File: config.mk
export PLATFORM = sky130hd
export DESIGN_NAME = adc_result_avg_bcd
export DESIGN_NICKNAME = d
export VERILOG_FILES = /design/src/rtl/adc_result_avg_bcd.sv
export SDC_FILE = /design/constraint.sdc
export NUM_CORES = 1
export LEC_CHECK = 0
export BUFFER_PORTS_ARGS = -buffer_cell sky130_fd_sc_hd__buf_2
export CORE_MARGIN = 2
export CORE_UTILIZATION = 58
export CTS_CLUSTER_SIZE = 16
export DETAILED_ROUTE_END_ITERATION = 10
export GPL_TIMING_DRIVEN = 0
export PLACE_DENSITY = 0.9
export SLEW_MARGIN = 15
export SYNTH_ARGS = -nofsm -noshare
export SYNTH_HDL_FRONTEND = slang
export SYNTH_SLANG_ARGS = --single-unit
File: constraint.sdc
create_clock -name CLOCK_50 -period 2.55 [get_ports CLOCK_50]
set_input_delay 0 -clock CLOCK_50 [delete_from_list [all_inputs] [get_ports CLOCK_50]]
set_output_delay 0 -clock CLOCK_50 [all_outputs]
set_load 0.02 [all_outputs]
File: src/rtl/adc_result_avg_bcd.sv
// Averages 2^LOG2_N consecutive ADC samples and converts the average to
// 3-digit packed BCD with a sequential shift-add-3 engine.
module adc_result_avg_bcd #(
  parameter int unsigned WIDTH  = 8,
  parameter int unsigned LOG2_N = 2
) (
  input  logic             CLOCK_50,
  input  logic             rst,
  input  logic [WIDTH-1:0] sample_in,
  input  logic             sample_valid,
  output logic [WIDTH-1:0] avg_out,
  output logic [11:0]      bcd_out,
  output logic             result_valid,
  output logic             busy,
  output logic             overrun
);

  localparam int unsigned ACC_W = WIDTH + LOG2_N;
  localparam int unsigned CNT_W = LOG2_N + 1;
  localparam int unsigned IT_W  = $clog2(WIDTH + 1);
  localparam int unsigned N     = 1 << LOG2_N;

  typedef enum logic {
    S_ACCUM = 1'b0,
    S_CONV  = 1'b1
  } state_t;

  state_t             r_state;
  logic [ACC_W-1:0]   r_acc;
  logic [CNT_W-1:0]   r_cnt;
  logic [WIDTH-1:0]   r_shift;
  logic [WIDTH-1:0]   r_avg;
  logic [11:0]        r_scratch;
  logic [IT_W-1:0]    r_iter;

  logic [ACC_W-1:0]   w_sum;
  logic [WIDTH-1:0]   w_avg;
  logic               w_last_sample;
  logic               w_last_iter;
  logic [11:0]        w_adj;
  logic [11:0]        w_scratch_nxt;

  assign w_sum         = r_acc + ACC_W'(sample_in);
  assign w_avg         = WIDTH'(w_sum >> LOG2_N);
  assign w_last_sample = (r_cnt == CNT_W'(N - 1));
  assign w_last_iter   = (r_iter == IT_W'(WIDTH - 1));

  // Add-3 correction on every BCD digit that would overflow after doubling
  always_comb begin
    w_adj = r_scratch;
    for (int i = 0; i < 3; i++) begin
      if (r_scratch[4*i +: 4] >= 4'd5) begin
        w_adj[4*i +: 4] = r_scratch[4*i +: 4] + 4'd3;
      end
    end
  end

  assign w_scratch_nxt = 12'({w_adj, r_shift[WIDTH-1]});

  always_ff @(posedge CLOCK_50 or negedge rst) begin
    if (!rst) begin
      r_state      <= S_ACCUM;
      r_acc        <= '0;
      r_cnt        <= '0;
      r_shift      <= '0;
      r_avg        <= '0;
      r_scratch    <= '0;
      r_iter       <= '0;
      avg_out      <= '0;
      bcd_out      <= '0;
      result_valid <= 1'b0;
      busy         <= 1'b0;
      overrun      <= 1'b0;
    end else begin
      result_valid <= 1'b0;
      case (r_state)
        S_ACCUM: begin
          if (sample_valid) begin
            if (w_last_sample) begin
              r_shift   <= w_avg;
              r_avg     <= w_avg;
              r_scratch <= '0;
              r_iter    <= '0;
              r_acc     <= '0;
              r_cnt     <= '0;
              busy      <= 1'b1;
              r_state   <= S_CONV;
            end else begin
              r_acc <= w_sum;
              r_cnt <= r_cnt + CNT_W'(1);
            end
          end
        end
        S_CONV: begin
          // Samples arriving mid-conversion are discarded and flagged
          if (sample_valid) begin
            overrun <= 1'b1;
          end
          r_scratch <= w_scratch_nxt;
          r_shift   <= {r_shift[WIDTH-2:0], 1'b0};
          r_iter    <= r_iter + IT_W'(1);
          if (w_last_iter) begin
            bcd_out      <= w_scratch_nxt;
            avg_out      <= r_avg;
            result_valid <= 1'b1;
            busy         <= 1'b0;
            r_state      <= S_ACCUM;
          end
        end
        default: r_state <= S_ACCUM;
      endcase
    end
  end

endmodule

==> results of run 1 <==
==> state kept, by name, summed over array words and instances, names as in the netlist <==
name          count
bcd_out          12
r_scratch        12
r_acc            10
avg_out           8
r_avg             8
r_shift           8
r_iter            4
r_cnt             3
busy              1
overrun           1
r_state           1
result_valid      1
==> power groups by stage <==
stage	Sequential [mW]	Combinational [mW]	Clock (mW)
floorplan	2.00	1.34	0
global placement	1.84	1.94	0
detailed placement	1.87	2.05	0
CTS	1.86	2.08	0.858
global route	1.93	2.33	0.900
finish	1.87	2.08	0.848
==> per-layer routing <==
layer	GRT usage, %	share of wire [%]	up-vias
met1	31.51	45	1181
met4	11.75	2.2	0
li1	-	-	1174
met3	5.977	4.0	14
met2	38.28	48	66
met5	0	0	-
==> worst min-delay path by stage <==
stage / from / to / depth (start not counted)
2_1_floorplan: rst / avg_out[0] / 0
3_3_place_gp: sample_valid / overrun / 2
3_5_place_dp: rst / overrun / 1
4_1_cts: sample_in[1] / r_acc[1] / 3
5_1_grt: sample_in[1] / r_acc[1] / 3
6_report: sample_in[1] / r_acc[1] / 3
==> worst max-delay path, stage by stage (launching register included) <==
cell	delay, ns
dfrtp_1	0.38
ha_1	0.24
fa_1	0.44
a211oi_1	0.40
o21bai_1	0.13
a21oi_1	0.19
xor2_1	0.35
o21ai_1	0.11
==> final cells by class <==
class	instances	area, µm²
well taps	72	90.09
fillers	411	1735
clock inverters	2	35.03
repair buffers	37	217.7
flip-flops and latches	69	1727
clock buffers	12	145.1
plain buffers	11	51.30
inverters	9	33.78
multi-input cells	223	1404
==> placed cells by master, fill, tap and decap left out, types with 2 or more instances in the layout <==
cell type	netlist	final
a211oi_1	2	2
a21boi_0	2	2
a21o_1	9	9
a21oi_1	13	13
a21oi_2	2	2
a221o_1	2	2
a22o_1	12	12
a22oi_1	3	3
a31oi_1	2	2
buf_2	2	34
buf_4	1	2
clkbuf_1	7	9
clkbuf_8	0	10
dfrtp_1	69	69
dlygate4sd3_1	0	3
ha_1	16	16
inv_1	9	9
mux2_2	3	3
nand2_1	75	75
nand2b_1	5	5
nand3_1	4	4
nand4b_1	2	2
nor2_1	7	7
nor3b_1	5	5
o21ai_0	23	23
o21ai_1	6	6
xnor2_1	8	8
xor2_1	4	4
==> per-stage QoR <==
stage               cells  hold slack [ns]  setup WS [ns]  util [%]  cell area [µm²]
global placement      417           0.2581         0.3664     63.81             3471
detailed placement    418         -0.05932         0.2767     64.23             3493
finish                435           0.1001         0.1908     68.09             3704
global route          435           0.1304         0.1283     68.09             3704
CTS                   435          0.08819         0.2507     68.09             3704
floorplan             312          -0.2956         0.5350         -             3216
==> cell families (layout without fill, tap and decap cells) <==
group / after synthesis / count (layout) / synth area share, %
AND/OR/NAND/NOR: 106 / 106 / 14.63
AO/OA/AOI/OAI: 83 / 83 / 17.08
buffers and inverters: 20 / 71 / 2.646
multiplexers: 5 / 5 / 1.829
XOR/XNOR: 12 / 12 / 3.268
adder cells (fa/ha/maj): 17 / 17 / 6.848
flip-flops: 69 / 69 / 53.70
==> impl_metrics.csv, run 1 <==
group,metric,value,unit
run_status,status,"complete, no violations",
worst_setup_path,crit_type,"reg -> reg",
synth,synth_fp_nets,340,
timing,fmax,423.9,MHz
synth,synthDominantCellAreaShare,53.70,%
grt,grt_max_degree,44,
worst_setup_path,cp-end-kind,"register",
place,finalWeightedCongestion,0.8915,
worst_setup_path,timing.rr.start,"r_acc[0]",
detailed_routing,first_iter_violations,187,
clocking,ctsRootBufferMaster,"clkbuf_8",
synth,synth_async_sr_flop_share,100.0,%
die,row_count,27,
die,die_y,78.46,µm
worst_setup_path,endpoint,"r_shift[4]",
final_layout,fin_nets,388,
synth,synth_area_per_cell,10.31,µm²
clocking,cts_inserted_buffers,9,
synth,ys_seq_elements,69,
die,die_area,0.006156,mm²
detailed_routing,dr.pass1.iters,5,
timing,min_period_over_period,92.52,%
synth,synth_top_cell_by_area,"dfrtp_1",
final_layout,syn_to_final_growth,15.18,%
worst_setup_path,worstPathMaxFanout,3,
place,hpwl,4495,µm
timing,rsz0062_at_grt,"false",
timing,report.final.slew_viol_count,0,
die,core-area,0.005439,mm²
synth,seq_area_frac_synth,53.70,%
worst_setup_path,timing.rr.end,"r_shift[4]",
synth,synth-edff-count,0,
worst_setup_path,cp-startpoint,"r_acc[0]",
detailed_routing,drt-total-wl,6524,µm
timing,clock_skew,0.005866,ns
synth,yosys-top-cells-area,"dfrtp_1 (54%), nand2_1 (8.8%), ha_1 (6.2%), o21ai_0 (3.6%), a22o_1 (3.3%)",
clocking,clk_path_buf_depth,2,
synth,synth_flop_cell,"dfrtp_1",
timing,setup_viol,0,
pwr,p_seq_share,38.9,%
timing,maxSlewHeadroom,61.26,%
timing,setup_tns,0,ns
hold_path,hp-class,"in -> reg",
final_layout,drive_above_1_share,16.25,%
worst_setup_path,rr_worst_depth,7,
pwr,p_leak,1.878,nW
clocking,cts.sinks,69,
grt,grt_overflow,0,
pwr,p_int,2.862,mW
die,num_io_pins,34,
clocking,cts_setup_buffers,0,
synth,synth.most_common_cell,"nand2_1",
job,maxCapViolCount,0,
worst_setup_path,worst_ep_arrival_time,2.58,ns
grt,grt_pass1_wl,11430,µm
timing,final.min_clock_period,2.359,ns
final_layout,n_antenna_cell,0,
pwr,irDropWorstVdd,0.7177,mV
pwr,netSwitchingFraction,40.29,%
clocking,cts_tree,"yes",
place,port_buffers,33,
worst_setup_path,start_kind,"register",
die,fp.dieW,78.46,µm
grt,grt_pass1_vias,2473,
pwr,power.switching,1.931,mW
detailed_routing,ant_nets,0,
timing,hold_viol,0,
synth,synthTopCellsByCount,"nand2_1 (75), dfrtp_1 (69), o21ai_0 (23), ha_1 (16), a21oi_1 (13)",
clocking,htreeDepth,3,
detailed_routing,dr_total_vias,2435,
pwr,combPwrFrac,43.4,%
pwr,powerDensity,1294,mW/mm²
synth,syn_area,0.003216,mm²
timing,worst_pin_slew,0.5789,ns
synth,yosysWarnings,0,
grt,track_usage,24.22,%
die,initial_core_util,59.12,%
clocking,clock_latency,0.34,ns
pwr,pwr-share-clk,17.7,%
worst_setup_path,cp.required,2.77,ns
worst_setup_path,r2r_slack,0.19,ns
grt,antenna_found_initial,0,
clocking,cts_resized,0,
detailed_routing,routed_via_density,5.598,
synth,ys_types,45,
clocking,holdBufCountCts,3,
detailed_routing,wl_per_cell,15.00,µm
synth,syn_inst,312,
pwr,fin_total_pwr,4.793,mW
clocking,path_clk_slew,0.07,ns
detailed_routing,drc,0,
Power figures use the tool's default switching activity.
==> inputs of run 2 (changes only) <==
--- a/config.mk
+++ b/config.mk
@@ -12,6 +12,7 @@
 export DETAILED_ROUTE_END_ITERATION = 10
 export GPL_TIMING_DRIVEN = 0
 export PLACE_DENSITY = 0.9
+export REMOVE_ABC_BUFFERS = 1
 export SLEW_MARGIN = 15
 export SYNTH_ARGS = -nofsm -noshare
 export SYNTH_HDL_FRONTEND = slang
==> impl_metrics.csv, run 2 (synthesized netlist as in run 1, its figures left out) <==
group,metric,value,unit
die,fp.dieW,78.46,µm
place,port_buffers,33,
final_layout,fin_util,67.29,%
worst_setup_path,cp-end-kind,"register",
detailed_routing,drc,0,
final_layout,n_antenna_cell,0,
place,dp_slack,-0.2698,ns
pwr,power.switching,1.951,mW
die,die_y,78.46,µm
timing,maxSlewHeadroom,49.79,%
pwr,combPwrFrac,42.8,%
clocking,cts.sinks,69,
timing,whs,0.009445,ns
pwr,pwr-share-clk,16.6,%
place,hpwl,4375,µm
grt,grt_overflow,0,
detailed_routing,first_iter_violations,179,
clocking,cts_tree,"yes",
grt,grt_pass1_vias,2499,
die,row_count,27,
pwr,irDropWorstVdd,0.6543,mV
grt,grt_max_degree,56,
worst_setup_path,worst_ep_arrival_time,2.50,ns
clocking,path_clk_slew,0.08,ns
final_layout,fillers,432,
die,core-area,0.005439,mm²
timing,report.final.slew_viol_count,0,
run_status,status,"complete, no violations",
final_layout,mostFrequentLayoutCell,"nand2_1",
final_layout,fin_nets,378,
worst_setup_path,start_kind,"register",
worst_setup_path,crit_type,"reg -> reg",
final_layout,syn_to_final_growth,13.81,%
die,initial_core_util,59.12,%
detailed_routing,dr_total_vias,2423,
pwr,netSwitchingFraction,41.42,%
pwr,fin_total_pwr,4.709,mW
timing,setup_tns,0,ns
final_layout,drive_above_1_share,16.67,%
clocking,cts_resized,0,
timing,clock_skew,0.01057,ns
pwr,powerDensity,1287,mW/mm²
pwr,p_leak,1.848,nW
detailed_routing,drt-total-wl,6486,µm
grt,track_usage,23.49,%
place,finalWeightedCongestion,0.9120,
clocking,ctsRootBufferMaster,"clkbuf_8",
grt,grt_pass1_wl,11240,µm
clocking,clock_latency,0.34,ns
hold_path,hp-class,"in -> reg",
detailed_routing,dr.pass1.iters,4,
job,maxCapViolCount,0,
timing,fmax,450.9,MHz
clocking,cts_setup_buffers,0,
final_layout,multi_input_area,0.001416,mm²
detailed_routing,ant_nets,0,
worst_setup_path,worstPathMaxFanout,20,
clocking,cts_inserted_buffers,9,
detailed_routing,routed_via_density,5.688,
timing,min_period_over_period,86.98,%
timing,final.min_clock_period,2.218,ns
detailed_routing,wl_per_cell,15.23,µm
timing,worst_pin_slew,0.7492,ns
timing,hold_viol,0,
pwr,p_int,2.758,mW
die,die_area,0.006156,mm²
final_layout,final_cell_mix,"nand2_1 (75), dfrtp_1 (69), buf_2 (32)",
pwr,p_seq_share,40.6,%
die,num_io_pins,34,
grt,antenna_found_initial,0,
timing,setup_viol,0,
timing,worst_slack,0.3321,ns
worst_setup_path,cp.required,2.83,ns
final_layout,seq_area,0.001727,mm²
timing,rsz0062_at_grt,"false",
clocking,clk_path_buf_depth,2,
final_layout,largestRegisters,"bcd_out (12), r_scratch (12), r_acc (10)",
clocking,htreeDepth,3,
==> run 2: final timing paths <==
kind | startpoint | endpoint | slack [ns] | depth (start not counted)
max | r_state | bcd_out[1] | 0.33 | 4
min | sample_in[0] | r_acc[0] | 0.009 | 3
max reg2reg | r_state | bcd_out[1] | 0.33 | 4
min reg2reg | overrun | overrun | 0.45 | 1
max in group asynchronous | rst | r_avg[2] | 1.96 | 3
min in group asynchronous | rst | bcd_out[3] | 0.08 | 2
==> run 2: per-layer routing <==
metal / GRT usage (%) / vias up / part of all wire (%)
met5: 0 / - / 0
met4: 10.70 / 0 / 2.0
met3: 4.943 / 12 / 3.7
met2: 38.79 / 62 / 50
met1: 29.90 / 1194 / 44
li1: - / 1155 / -
==> run 2: repair_timing <==
item                                    4_1_cts  5_1_grt
endpoints found under the setup margin       13        0
endpoints found under the hold margin        70        0
hold buffers                                  2        0
==> run 2: critical path: stages, from the launching register on <==
cell      delay, ns
dfrtp_1        0.77
nand4b_1       0.64
inv_1          0.56
nand2_1        0.11
nand2_1        0.08
==> run 2: layout make-up <==
class | instances | share of cell area (%)
clock buffer | 11 | 3.863
timing repair buffer | 37 | 6.188
inverter | 9 | 0.9231
clock inverter | 4 | 0.6838
multi-input combinational | 224 | 38.70
sequential | 69 | 47.18
tap | 72 | 2.462
==> run 2: power groups by stage <==
stage | clock [mW] | sequential (mW) | combinational, mW
after floorplan | 0 | 2.02 | 1.28
after global placement | 0 | 1.89 | 1.85
after detailed placement | 0 | 1.92 | 1.99
after CTS | 0.789 | 1.91 | 2.02
after global routing | 0.839 | 1.98 | 2.26
final | 0.784 | 1.91 | 2.01
==> run 2: metrics by stage <==
step                      area, µm²  instances
after floorplan                3164        301
after global placement         3420        406
after detailed placement       3465        408
after CTS                      3660        426
after global routing           3660        426
final                          3660        426
==> inputs of run 3 (changes only) <==
--- a/config.mk
+++ b/config.mk
@@ -5,11 +5,11 @@
 export SDC_FILE = /design/constraint.sdc
 export NUM_CORES = 1
 export LEC_CHECK = 0
-export BUFFER_PORTS_ARGS = -buffer_cell sky130_fd_sc_hd__buf_2
-export CORE_MARGIN = 2
-export CORE_UTILIZATION = 58
+export CAP_MARGIN = 20
+export CORE_UTILIZATION = 63
 export CTS_CLUSTER_SIZE = 16
 export DETAILED_ROUTE_END_ITERATION = 10
+export DONT_BUFFER_PORTS = 1
 export GPL_TIMING_DRIVEN = 0
 export PLACE_DENSITY = 0.9
 export REMOVE_ABC_BUFFERS = 1
==> impl_metrics.csv, run 3 (synthesized netlist as in run 1, its figures left out) <==
group,metric,value,unit
run_status,status,"complete, no violations",
clocking,cts_inserted_buffers,9,
worst_setup_path,worstPathMaxFanout,3,
detailed_routing,first_iter_violations,274,
clocking,path_clk_slew,0.07,ns
final_layout,multi_input_area,0.001408,mm²
pwr,p_leak,1.735,nW
detailed_routing,wl_per_cell,16.10,µm
worst_setup_path,start_kind,"register",
final_layout,fin_util,73.84,%
clocking,cts_tree,"yes",
grt,grt_max_degree,70,
worst_setup_path,rr_worst_depth,7,
timing,worst_pin_slew,0.7161,ns
detailed_routing,routed_via_density,5.936,
place,finalWeightedCongestion,0.8804,
clocking,holdBufCountCts,5,
grt,track_usage,26.43,%
grt,grt_pass1_vias,2318,
clocking,htreeDepth,3,
timing,final.min_clock_period,2.273,ns
detailed_routing,ant_nets,0,
final_layout,drive_above_1_share,8.642,%
worst_setup_path,cp.required,2.77,ns
final_layout,fin_nets,347,
worst_setup_path,crit_type,"reg -> reg",
final_layout,n_antenna_cell,0,
job,maxCapViolCount,0,
worst_setup_path,r2r_slack,0.28,ns
final_layout,fillers,347,
final_layout,final_cell_mix,"nand2_1 (75), dfrtp_1 (69), o21ai_0 (23)",
hold_path,hold-path-endpoint,"r_cnt[1]",
clocking,cts.sinks,69,
grt,grt_pass1_wl,10500,µm
die,num_io_pins,34,
clocking,clk_path_buf_depth,2,
worst_setup_path,timing.rr.start,"r_acc[0]",
pwr,irDropWorstVdd,0.7291,mV
timing,hold_viol,0,
timing,worst_slack,0.2767,ns
timing,maxSlewHeadroom,52.01,%
timing,report.final.slew_viol_count,0,
grt,grt_overflow,0,
timing,min_period_over_period,89.15,%
detailed_routing,dr.pass1.iters,4,
clocking,ctsRootBufferMaster,"clkbuf_8",
clocking,cts_setup_buffers,0,
worst_setup_path,worst_ep_arrival_time,2.49,ns
clocking,cts_resized,0,
final_layout,mostFrequentLayoutCell,"nand2_1",
timing,setup_viol,0,
detailed_routing,drt-total-wl,6296,µm
die,die_y,73.44,µm
timing,fmax,439.9,MHz
place,hpwl,4194,µm
hold_path,hold_depth,3,
place,dp_slack,0.2744,ns
final_layout,seq_area,0.001727,mm²
die,die_area,0.005393,mm²
die,initial_core_util,66.75,%
hold_path,hp-class,"in -> reg",
clocking,clock_latency,0.34,ns
place,port_buffers,0,
worst_setup_path,cp-end-kind,"register",
die,fp.dieW,73.44,µm
grt,antenna_found_initial,0,
final_layout,largestRegisters,"bcd_out (12), r_scratch (12), r_acc (10)",
die,core-area,0.004817,mm²
die,row_count,25,
detailed_routing,drc,0,
timing,rsz0062_at_grt,"false",
pwr,powerDensity,1324,mW/mm²
detailed_routing,dr_total_vias,2321,
final_layout,syn_to_final_growth,10.62,%
hold_path,min_from,"sample_valid",
timing,clock_skew,0.006545,ns
worst_setup_path,timing.rr.end,"r_acc[6]",
-- run 3: cell count changes in the layout (fill, tap and decap cells not counted), sizes merged --
cell         change
buf             -32
clkbuf           +2
dlygate4sd3      +2
bufinv           +1
clkinv           -1
clkinvlp         -1
nand4b           -1
-- run 3: cell type report --
cell class	count	area share (%)
clock buffers	13	4.749
clock inverters	3	1.196
inverters	9	0.9497
multi-input cells	223	39.57
flip-flops and latches	69	48.54
well taps	67	2.357
repair buffers	7	2.638
-- run 3: critical path, stage by stage (launching register included) --
cell and delay, ns:
dfrtp_1 0.39, ha_1 0.23, fa_1 0.45, a211oi_1 0.34
o21bai_1 0.12, a21oi_1 0.18, xor2_1 0.32, o21ai_1 0.12
-- run 3: metrics by stage --
step | setup TNS, ns | hold slack (ns) | total power, mW | instance area (µm²) | std cells
2_1_floorplan | 0 | -0.2956 | 3.307 | 3164 | 301
3_3_place_gp | -2.373 | -0.2943 | 3.589 | 3248 | 368
3_5_place_dp | 0 | -0.2944 | 3.736 | 3278 | 370
4_1_cts | 0 | 0.03417 | 4.726 | 3557 | 391
5_1_grt | 0 | 0.08813 | 5.068 | 3557 | 391
6_report | 0 | 0.05424 | 4.708 | 3557 | 391
-- run 3: worst max-delay path by stage --
stage / startpoint / to / slack [ns] / cells past startpoint
3_5_place_dp: r_state / bcd_out[1] / 0.27 / 4
3_3_place_gp: r_state / r_state / -0.22 / 3
2_1_floorplan: r_acc[0] / r_shift[6] / 0.53 / 7
4_1_cts: r_state / bcd_out[1] / 0.22 / 4
5_1_grt: r_state / avg_out[2] / 0.06 / 4
6_report: r_acc[0] / r_acc[6] / 0.28 / 7
-- run 3: layer usage --
layer	share of wire, %	wire length (µm)	GRT usage (%)
met3	5.0	316	5.761
met4	2.1	133	15.81
met2	51	3180	41.39
met5	0	0	0
met1	42	2665	33.79
-- run 3: power breakdown --
part	leakage, nW	total (mW)	internal, mW	switching (mW)
clock	0.106	0.933	0.531	0.402
sequential	0.888	2.12	1.56	0.562
combinational	0.741	1.66	0.724	0.932
